File: src/rtl/decoder_rr_arbiter.sv
// decoder_rr_arbiter: 4-way round-robin owner of one decoder_2_4 (x/en) with hold timeout and dead cycle; ARB_FIXED_PRIO_EN selects fixed priority
module decoder_rr_arbiter #(
  parameter int MAX_HOLD = 8,
  parameter int CNT_W    = 4
) (
  input  logic       clk,
  input  logic       rst,
  input  logic [3:0] req,
  output logic [1:0] x,
  output logic       en,
  output logic [3:0] gnt,
  output logic       busy
);
  typedef enum logic [1:0] {IDLE, GRANT, GAP} state_t;
  state_t state;
  logic [CNT_W-1:0] cnt;
  logic [1:0] w;
  logic rel;
  if (MAX_HOLD < 2 || MAX_HOLD >= 2**CNT_W) begin : g_hold_chk
    $error("MAX_HOLD must be in 2..2**CNT_W-1");
  end
`ifdef ARB_FIXED_PRIO_EN
  always_comb w = req[0] ? 2'd0 : req[1] ? 2'd1 : req[2] ? 2'd2 : 2'd3;
`else
  logic [1:0] last;
  // scan downward so the nearest requester after last wins
  always_comb begin
    w = last;
    for (int i = 4; i >= 1; i--) if (req[last + 2'(i)]) w = last + 2'(i);
  end
`endif
  assign rel = !req[x] || (cnt == CNT_W'(MAX_HOLD) && |(req & ~(4'b0001 << x)));
  always_ff @(posedge clk) begin
    if (rst) begin
      state <= IDLE;
      x     <= '0;
      en    <= 1'b0;
      gnt   <= '0;
      busy  <= 1'b0;
      cnt   <= '0;
`ifndef ARB_FIXED_PRIO_EN
      last  <= 2'd3;
`endif
    end else if (state == GRANT) begin
      if (rel) begin
        state <= GAP;
        en    <= 1'b0;
        gnt   <= '0;
      end else if (cnt != CNT_W'(MAX_HOLD)) begin
        cnt <= cnt + CNT_W'(1);
      end
    end else if (|req) begin
      state <= GRANT;
      x     <= w;
      en    <= 1'b1;
      gnt   <= 4'b0001 << w;
      busy  <= 1'b1;
      cnt   <= CNT_W'(1);
`ifndef ARB_FIXED_PRIO_EN
      last  <= w;
`endif
    end else begin
      state <= IDLE;
      en    <= 1'b0;
      gnt   <= '0;
      busy  <= 1'b0;
      cnt   <= '0;
    end
  end
endmodule
File: config.mk
export PLATFORM = sky130hd
export DESIGN_NAME = decoder_rr_arbiter
export DESIGN_NICKNAME = d
export VERILOG_FILES = /design/src/rtl/decoder_rr_arbiter.sv
export SDC_FILE = /design/constraint.sdc
export NUM_CORES = 1
export LEC_CHECK = 0
export ABC_AREA = 1
export BUFFER_PORTS_ARGS = -buffer_cell sky130_fd_sc_hd__buf_2
export CAP_MARGIN = 10
export CORE_ASPECT_RATIO = 1.2
export CORE_MARGIN = 2
export CORE_UTILIZATION = 30
export CTS_CLUSTER_SIZE = 40
export DETAILED_ROUTE_END_ITERATION = 8
export MAX_ROUTING_LAYER = met4
export PLACE_DENSITY_LB_ADDON = 0.12
export SLEW_MARGIN = 15
export SYNTH_ARGS = -nofsm -noshare
export SYNTH_HDL_FRONTEND = slang
export SYNTH_SLANG_ARGS = --single-unit
File: constraint.sdc
create_clock -name clk -period 1.34 [get_ports clk]
set_input_delay 0.268 -clock clk [delete_from_list [all_inputs] [get_ports clk]]
set_output_delay 0.268 -clock clk [all_outputs]
set_load 0.05 [all_outputs]
==> load_flow_metrics.sql, run 1 <==
INSERT INTO impl_metrics (metric_group, metric, value, unit) VALUES
('timing', 'clock-skew-final', '0.0120', 'ns'),
('logic_synthesis', 'synth_warn', '0', ''),
('status', 'outcome', 'finished, violations left', ''),
('setup_path', 'endpoint_of_the_worst_register_to_register_path', 'gnt[2]$_SDFFE_PP0P_', ''),
('global_route', 'antenna_found_initial', '0', ''),
('power', 'p_leak', '0.000596', 'uW'),
('detailed_routing', 'drt_first_iter_violations', '13', ''),
('clocking', 'cts-buffers-inserted', '3', ''),
('setup_path', 'cp.required', '1.52', 'ns'),
('timing', 'setup_viol', '3', ''),
('detailed_routing', 'detail_route.wirelength', '2.11', 'mm'),
('detailed_routing', 'final_antenna_net_count', '0', ''),
('timing', 'final-hold-violation-count', '0', ''),
('final_layout', 'num_antenna_cells', '0', ''),
('setup_path', 'worst-endpoint-arrival', '1.54', 'ns'),
('clocking', 'cts.reportedPaths.clkPinSlew', '0.09', 'ns'),
('floorplanning', 'core_ar', '2810', 'um^2'),
('setup_path', 'regToRegSetupSlack', '-0.02', 'ns'),
('power', 'p_per_area', '2500', 'nW/um^2'),
('clocking', 'tritoncts', 'built', ''),
('clocking', 'clock_insertion_delay_worst_skew', '0.29', 'ns'),
('timing', 'fin_crit', '1.36', 'ns'),
('detailed_routing', 'detail_route.wl_per_cell', '10.4', 'um'),
('setup_path', 'crit_path_end_kind', 'flop', ''),
('clocking', 'tritoncts_num_sinks', '15', ''),
('detailed_routing', 'drt_first_pass_iters', '4', ''),
('min_path', 'holdCritPathClass', 'input port to flop', ''),
('placement', 'port_buffers', '13', ''),
('timing', 'finalWorstSetupSlack', '-0.0178', 'ns'),
('setup_path', 'worst_setup_path_endpoint', 'gnt[2]$_SDFFE_PP0P_', ''),
('global_route', 'first_global_vias', '886', ''),
('timing', 'worst_slew_margin_rel', '83.6', '%'),
('detailed_routing', 'drc', '0', ''),
('placement', 'gp_congestion', '0.723', ''),
('setup_path', 'worstSetupPathType', 'flop to flop', ''),
('floorplanning', 'placementRows', '21', ''),
('logic_synthesis', 'share_of_the_yosys_chip_area_belonging_to_registers', '33.5', '%'),
('setup_path', 'r2r.worst_path.cells', '9', ''),
('global_route', 'grt_remaining_overflow', '0', ''),
('placement', 'dp.final_hpwl', '1.71', 'mm'),
('floorplanning', 'initial_core_util', '31.9', '%'),
('timing', 'hold_ws', '0.213', 'ns'),
('logic_synthesis', 'synthesis.area_per_instance', '6.26', 'um^2'),
('global_route', 'grt_pass1_wl', '3.51', 'mm'),
('placement', 'dpl_cell_area', '1080', 'um^2'),
('floorplanning', 'overall_die_height', '63.9', 'um'),
('final_layout', 'drive_gt1_share', '34.9', '%'),
('detailed_routing', 'via_per_inst', '4.61', ''),
('setup_path', 'critical_path.startpoint', 'last[0]$_SDFFE_PP1P_', ''),
('timing', 'unrepaired_setup_endpoints_after_global_routing', 'yes', ''),
('logic_synthesis', 'ys_types', '19', ''),
('min_path', 'hold_path_depth', '2', ''),
('floorplanning', 'count_of_pins_on_the_block_boundary', '14', ''),
('timing', 'finalSetupTns', '-0.0299', 'ns'),
('timing', 'maxClockFrequency', '0.736', 'GHz'),
('job', 'maxCapViolCount', '0', ''),
('power', 'ir_worst_vdd', '1.12', 'mV'),
('setup_path', 'timing.critical_path.fanout_max', '8', ''),
('final_layout', 'nNetsFinal', '178', ''),
('floorplanning', 'floorplan.die.width', '53.9', 'um'),
('logic_synthesis', 'count_of_mapped_cells_out_of_synthesis', '143', ''),
('final_layout', 'stdcell_area', '1180', 'um^2'),
('logic_synthesis', 'postSynthRegisterBits', '15', ''),
('timing', 'maxSlewViolCount', '0', ''),
('status', 'failing_checks', 'negative setup slack', ''),
('floorplanning', 'die_area', '3440', 'um^2'),
('placement', 'post-place-cells', '199', ''),
('clocking', 'cts-htree-levels', '1', ''),
('clocking', 'cts_buffer_depth', '2', ''),
('setup_path', 'reg2reg_launch_point', 'last[0]$_SDFFE_PP1P_', ''),
('final_layout', 'instances_no_fill', '203', ''),
('timing', 'period_share', '101', '%'),
('global_route', 'global_route.usage.total', '14.2', '%'),
('clocking', 'clock-root-buffer', 'sky130_fd_sc_hd__clkbuf_4', ''),
('logic_synthesis', 'postSynthNetCount', '151', ''),
('setup_path', 'worstSetupStartpointType', 'flop', ''),
('detailed_routing', 'route.vias.total', '935', ''),
('logic_synthesis', 'synthesis.area', '896', 'um^2'),
('final_layout', 'area_growth_syn_to_layout', '31.8', '%'),
('timing', 'tightestPinTransition', '0.246', 'ns'),
('global_route', 'maximum_number_of_pins_on_one_net_before_global_route_repair', '9', '');
## critical path: stages (launching register included)
cell	delay, ns
sky130_fd_sc_hd__dfxtp_4	0.38
sky130_fd_sc_hd__buf_6	0.13
sky130_fd_sc_hd__nand2_1	0.06
sky130_fd_sc_hd__nand2_2	0.10
sky130_fd_sc_hd__nand2_2	0.07
sky130_fd_sc_hd__and2_4	0.17
sky130_fd_sc_hd__nand3_1	0.12
sky130_fd_sc_hd__nand2_4	0.08
sky130_fd_sc_hd__nand3_1	0.09
sky130_fd_sc_hd__nand2_1	0.06
## where the power goes
group | total (uW) | internal [uW] | leakage, uW | switching (uW)
clock | 263 | 116 | 0.0000150 | 147
sequential | 748 | 623 | 0.000125 | 126
combinational | 1940 | 662 | 0.000456 | 1270
## synthesized netlist by cell type
cell | instances | area (um^2)
sky130_fd_sc_hd__nor3b_1 | 1 | 7.51
sky130_fd_sc_hd__and2_4 | 1 | 8.76
sky130_fd_sc_hd__a21oi_1 | 7 | 35.0
sky130_fd_sc_hd__inv_1 | 13 | 48.8
sky130_fd_sc_hd__nand2_2 | 8 | 50.1
sky130_fd_sc_hd__buf_6 | 1 | 11.3
sky130_fd_sc_hd__nor2_2 | 1 | 6.26
sky130_fd_sc_hd__o21ai_0 | 9 | 45.0
sky130_fd_sc_hd__dfxtp_1 | 15 | 300
sky130_fd_sc_hd__o211ai_1 | 1 | 7.51
sky130_fd_sc_hd__o21ai_1 | 1 | 5.00
sky130_fd_sc_hd__inv_2 | 2 | 7.51
sky130_fd_sc_hd__nand4_1 | 2 | 12.5
sky130_fd_sc_hd__nand3_1 | 16 | 80.1
sky130_fd_sc_hd__nand2_1 | 51 | 191
sky130_fd_sc_hd__xor2_1 | 1 | 8.76
sky130_fd_sc_hd__nand3b_1 | 1 | 7.51
sky130_fd_sc_hd__nor2_1 | 10 | 37.5
sky130_fd_sc_hd__ha_1 | 2 | 25.0
## how the worst min path moves through the flow
| stage | slack [ns] | to | startpoint |
|---|---|---|---|
| 2_1_floorplan | 0.33 | x[1]$_SDFFE_PP0P_ | rst |
| 3_3_place_gp | 0.43 | gnt[3]$_SDFFE_PP0P_ | gnt[3]$_SDFFE_PP0P_ |
| 3_5_place_dp | 0.44 | gnt[0]$_SDFFE_PP0P_ | gnt[0]$_SDFFE_PP0P_ |
| 4_1_cts | 0.20 | x[1]$_SDFFE_PP0P_ | rst |
| 5_1_grt | 0.23 | x[1]$_SDFFE_PP0P_ | rst |
| 6_report | 0.21 | x[1]$_SDFFE_PP0P_ | rst |
## logic make-up after synthesis
kind of cell | after synthesis | share of synthesized area, %
simple gates | 91 | 44.8
fa+ha+maj | 2 | 2.79
flops | 15 | 33.5
xor+xnor | 1 | 0.978
buf+inv | 16 | 7.54
compound gates | 18 | 10.3
## layout by cell type (no fill, tap or decap)
master / count
sky130_fd_sc_hd__o211ai_1: 1
sky130_fd_sc_hd__buf_2: 13
sky130_fd_sc_hd__inv_4: 1
sky130_fd_sc_hd__clkbuf_1: 1
sky130_fd_sc_hd__o21ai_0: 4
sky130_fd_sc_hd__a21oi_1: 5
sky130_fd_sc_hd__ha_1: 2
sky130_fd_sc_hd__nand2_4: 2
sky130_fd_sc_hd__a21oi_2: 2
sky130_fd_sc_hd__inv_1: 13
sky130_fd_sc_hd__nor2_2: 2
sky130_fd_sc_hd__nand2_2: 15
sky130_fd_sc_hd__o21ai_1: 6
sky130_fd_sc_hd__buf_6: 1
sky130_fd_sc_hd__nor3b_2: 1
sky130_fd_sc_hd__nand3_2: 1
sky130_fd_sc_hd__dfxtp_1: 10
sky130_fd_sc_hd__xor2_1: 1
sky130_fd_sc_hd__nand3_1: 15
sky130_fd_sc_hd__nand4_1: 2
sky130_fd_sc_hd__nand3b_1: 1
sky130_fd_sc_hd__nor2_4: 2
sky130_fd_sc_hd__inv_2: 1
sky130_fd_sc_hd__dfxtp_2: 2
sky130_fd_sc_hd__and2_4: 1
sky130_fd_sc_hd__clkbuf_4: 3
sky130_fd_sc_hd__nand2_1: 42
sky130_fd_sc_hd__buf_4: 9
sky130_fd_sc_hd__dfxtp_4: 3
sky130_fd_sc_hd__nor2_1: 7
## metrics by stage
| stage | util (%) | setup WS (ns) | power [uW] |
|---|---|---|---|
| final | 42.0 | -0.0178 | 2950 |
| after global routing | 42.0 | -0.119 | 3200 |
| after CTS | 39.9 | 0.00586 | 2790 |
| after global placement | 38.3 | -0.0190 | 2440 |
| after detailed placement | 38.3 | -0.0274 | 2460 |
| after floorplan | - | 0.0380 | 2000 |
## routing by layer
| layer | vias to the layer above | wire (um) | global-route usage [%] |
|---|---|---|---|
| met5 | - | 0 | - |
| met4 | 0 | 46 | 8.01 |
| met3 | 5 | 60 | 2.10 |
| met2 | 12 | 1060 | 23.9 |
| met1 | 406 | 946 | 15.2 |
| li1 | 512 | - | - |
## sequential cells by signal, summed over array words and instances (netlist names)
signal / flops
x: 2
state: 2
last: 2
gnt: 4
busy: 1
cnt: 4
## what timing repair did
item / CTS / global route
hold buffers: 0 / 0
pin swaps: 1 / 8
setup buffers: 0 / 0
endpoints found under the setup margin: 5 / 10
cloned: 0 / 0
hold endpoints to repair: 0 / 0
gates resized for setup: 7 / 23
## final cells by class
| type | count | area (um^2) |
|---|---|---|
| tap | 34 | 42.5 |
| timing repair buffer | 23 | 144 |
| fill | 297 | 1630 |
| clock buffer | 4 | 26.3 |
| inverter | 15 | 58.8 |
| multi-input combinational | 112 | 596 |
| sequential | 15 | 314 |
Note: power is estimated with default switching activity, not from simulation.
==> inputs of run 2 (changes only) <==
--- a/config.mk
+++ b/config.mk
@@ -8,8 +8,9 @@
 export ABC_AREA = 1
 export BUFFER_PORTS_ARGS = -buffer_cell sky130_fd_sc_hd__buf_2
 export CAP_MARGIN = 10
+export CELL_PAD_IN_SITES_DETAIL_PLACEMENT = 0
+export CELL_PAD_IN_SITES_GLOBAL_PLACEMENT = 1
 export CORE_ASPECT_RATIO = 1.2
-export CORE_MARGIN = 2
 export CORE_UTILIZATION = 30
 export CTS_CLUSTER_SIZE = 40
 export DETAILED_ROUTE_END_ITERATION = 8
==> load_flow_metrics.sql, run 2 (synthesized netlist as in run 1, its figures left out) <==
INSERT INTO impl_metrics (metric_group, metric, value, unit) VALUES
('detailed_routing', 'drt_first_pass_iters', '4', ''),
('timing', 'maxClockFrequency', '0.751', 'GHz'),
('setup_path', 'cp_common_cell', 'sky130_fd_sc_hd__nand2_2', ''),
('setup_path', 'worstSetupStartpointType', 'flop', ''),
('detailed_routing', 'via_per_inst', '4.63', ''),
('power', 'clockPowerShare', '8.4', '%'),
('min_path', 'holdCritStartpoint', 'rst', ''),
('detailed_routing', 'drc', '0', ''),
('clocking', 'cts-htree-levels', '1', ''),
('power', 'power.switching_fraction', '51.7', '%'),
('detailed_routing', 'final_antenna_net_count', '0', ''),
('power', 'cellInternalPower', '1470', 'uW'),
('min_path', 'hold_end', 'x[1]$_SDFFE_PP0P_', ''),
('floorplanning', 'placementRows', '21', ''),
('setup_path', 'reg2reg_launch_point', 'last[0]$_SDFFE_PP1P_', ''),
('timing', 'tightestPinTransition', '0.252', 'ns'),
('final_layout', 'largestRegisters', 'cnt x4, gnt x4', ''),
('final_layout', 'drive_gt1_share', '41.4', '%'),
('detailed_routing', 'drt_first_iter_violations', '7', ''),
('final_layout', 'area_growth_syn_to_layout', '38.4', '%'),
('final_layout', 'final.fill_count', '315', ''),
('setup_path', 'worstSetupPathType', 'flop to flop', ''),
('global_route', 'first_global_vias', '911', ''),
('timing', 'final-hold-violation-count', '0', ''),
('final_layout', 'layout.cells.most_common', 'sky130_fd_sc_hd__nand2_1', ''),
('setup_path', 'worst-path-buf-inv', '2', ''),
('floorplanning', 'floorplan.die.width', '51.9', 'um'),
('global_route', 'antenna_found_initial', '0', ''),
('setup_path', 'timing.critical_path.fanout_max', '5', ''),
('global_route', 'grt_remaining_overflow', '0', ''),
('detailed_routing', 'detail_route.wl_per_cell', '10.8', 'um'),
('placement', 'gp_congestion', '0.782', ''),
('setup_path', 'cp.required', '1.53', 'ns'),
('status', 'outcome', 'finished, final reports clean', ''),
('final_layout', 'num_antenna_cells', '0', ''),
('power', 'p_per_area', '2460', 'nW/um^2'),
('power', 'net-switching-power', '1580', 'uW'),
('clocking', 'clock-root-buffer', 'sky130_fd_sc_hd__clkbuf_4', ''),
('clocking', 'clock_insertion_delay_worst_skew', '0.28', 'ns'),
('timing', 'unrepaired_setup_endpoints_after_global_routing', 'yes', ''),
('placement', 'port_buffers', '13', ''),
('setup_path', 'r2r.worst_path.cells', '11', ''),
('clocking', 'cts.reportedPaths.clkPinSlew', '0.09', 'ns'),
('setup_path', 'crit_chain', 'buf_6 > nand2_2 > nand2_2 > nand2_2 > and2_4 > nand2_2 > nand2_2 > nand2_4 > nand2_2 > nand2_1 > inv_1', ''),
('detailed_routing', 'detail_route.wirelength', '2.25', 'mm'),
('floorplanning', 'overall_die_height', '61.9', 'um'),
('global_route', 'global_route.usage.total', '15.9', '%'),
('floorplanning', 'core_ar', '2810', 'um^2'),
('setup_path', 'timing.critical_path.slowest_cell_delay', '0.38', 'ns'),
('timing', 'hold_ws', '0.217', 'ns'),
('job', 'maxCapViolCount', '0', ''),
('timing', 'worst_slew_margin_rel', '83.3', '%'),
('timing', 'setup_viol', '0', ''),
('final_layout', 'layout.cells.most_common_list', 'sky130_fd_sc_hd__nand2_1 (38), sky130_fd_sc_hd__nand2_2 (20), sky130_fd_sc_hd__buf_4 (14)', ''),
('power', 'seq_power_share', '25.4', '%'),
('power', 'p_leak', '0.000624', 'uW'),
('global_route', 'maximum_number_of_pins_on_one_net_before_global_route_repair', '10', ''),
('power', 'report.power.total', '3050', 'uW'),
('detailed_routing', 'route.vias.total', '963', ''),
('setup_path', 'endpoint_of_the_worst_register_to_register_path', 'x[0]$_SDFFE_PP0P_', ''),
('clocking', 'tritoncts', 'built', ''),
('final_layout', 'nNetsFinal', '183', ''),
('timing', 'maxSlewViolCount', '0', ''),
('setup_path', 'worst-endpoint-arrival', '1.52', 'ns'),
('floorplanning', 'initial_core_util', '31.9', '%'),
('timing', 'finalSetupTns', '0', 'ns'),
('clocking', 'cts-buffers-inserted', '3', ''),
('clocking', 'tritoncts_num_sinks', '15', ''),
('final_layout', 'area_used_by_sequential_logic_in_the_layout', '318', 'um^2'),
('timing', 'clock-skew-final', '0.00219', 'ns'),
('placement', 'post-place-ws', '-0.0245', 'ns'),
('timing', 'period_share', '99.3', '%'),
('power', 'ir_worst_vdd', '1.25', 'mV'),
('setup_path', 'timing.critical_path.max_delay_family', 'simple AND/OR/NAND/NOR gates', ''),
('timing', 'finalWorstSetupSlack', '0.00911', 'ns'),
('timing', 'fin_crit', '1.33', 'ns'),
('clocking', 'cts_buffer_depth', '2', ''),
('placement', 'dp.final_hpwl', '1.70', 'mm'),
('floorplanning', 'die_area', '3210', 'um^2'),
('global_route', 'grt_pass1_wl', '3.68', 'mm'),
('setup_path', 'crit_path_end_kind', 'flop', ''),
('setup_path', 'regToRegSetupSlack', '0.009', 'ns'),
('min_path', 'holdCritPathClass', 'input port to flop', ''),
('setup_path', 'cpMaxStageDelayCell', 'sky130_fd_sc_hd__dfxtp_4', ''),
('placement', 'post-place-cells', '198', ''),
('floorplanning', 'count_of_pins_on_the_block_boundary', '14', ''),
('power', 'pwr-share-comb', '66.3', '%'),
('final_layout', 'instances_no_fill', '208', ''),
('final_layout', 'multiInputGateArea', '608', 'um^2'),
('min_path', 'hold_path_depth', '2', '');
==> run 2: cell count changes in the layout (fill, tap and decap cells not counted), sizes merged <==
cell,previous run,this run
buf,23,28
==> run 2: final cells by class <==
class / count / share of cell area, %
flip-flops and latches: 15 / 25.6
clock buffers: 4 / 2.12
well taps: 34 / 3.43
multi-input cells: 112 / 49.0
repair buffers: 28 / 14.6
inverters: 15 / 5.15
==> run 2: stage by stage <==
step           utilization, %  instance area (um^2)
5_1_grt                  44.1                  1240
6_report                 44.1                  1240
4_1_cts                  39.8                  1120
2_1_floorplan               -                   905
3_5_place_dp             38.0                  1070
3_3_place_gp             38.0                  1070
==> run 2: timing repair <==
| action | in CTS | in global routing |
|---|---|---|
| buffers inserted | 2 | 3 |
| hold endpoints to repair | 0 | 0 |
| gates resized for setup | 4 | 38 |
| setup endpoints to repair | 5 | 10 |
| hold buffers | 0 | 0 |
| pin swaps | 0 | 4 |
| gates cloned | 0 | 1 |
==> run 2: worst max path at each step <==
stage	depth (start not counted)	slack (ns)	end	startpoint
floorplan	8	0.04	gnt[0]$_SDFFE_PP0P_	state[0]$_SDFFE_PP0P_
global placement	11	-0.01	x[0]$_SDFFE_PP0P_	last[0]$_SDFFE_PP1P_
detailed placement	11	-0.02	x[0]$_SDFFE_PP0P_	last[0]$_SDFFE_PP1P_
CTS	11	0.002	x[0]$_SDFFE_PP0P_	last[0]$_SDFFE_PP1P_
global route	11	-0.08	gnt[1]$_SDFFE_PP0P_	last[0]$_SDFFE_PP1P_
finish	11	0.009	x[0]$_SDFFE_PP0P_	last[0]$_SDFFE_PP1P_
==> run 2: layer usage <==
metal / track usage (%) / up-vias / routed length, um
met5: - / - / 0
met4: 6.95 / 0 / 17
met3: 2.43 / 4 / 53
met2: 28.2 / 9 / 1180
met1: 17.4 / 429 / 997
li1: - / 521 / -
==> run 2: power by group through the flow <==
stage	sequential [uW]	clock, uW	combinational, uW
3_3_place_gp	727	0	1710
5_1_grt	803	287	2240
2_1_floorplan	1070	0	929
3_5_place_dp	730	0	1710
6_report	774	255	2020
4_1_cts	731	271	1760
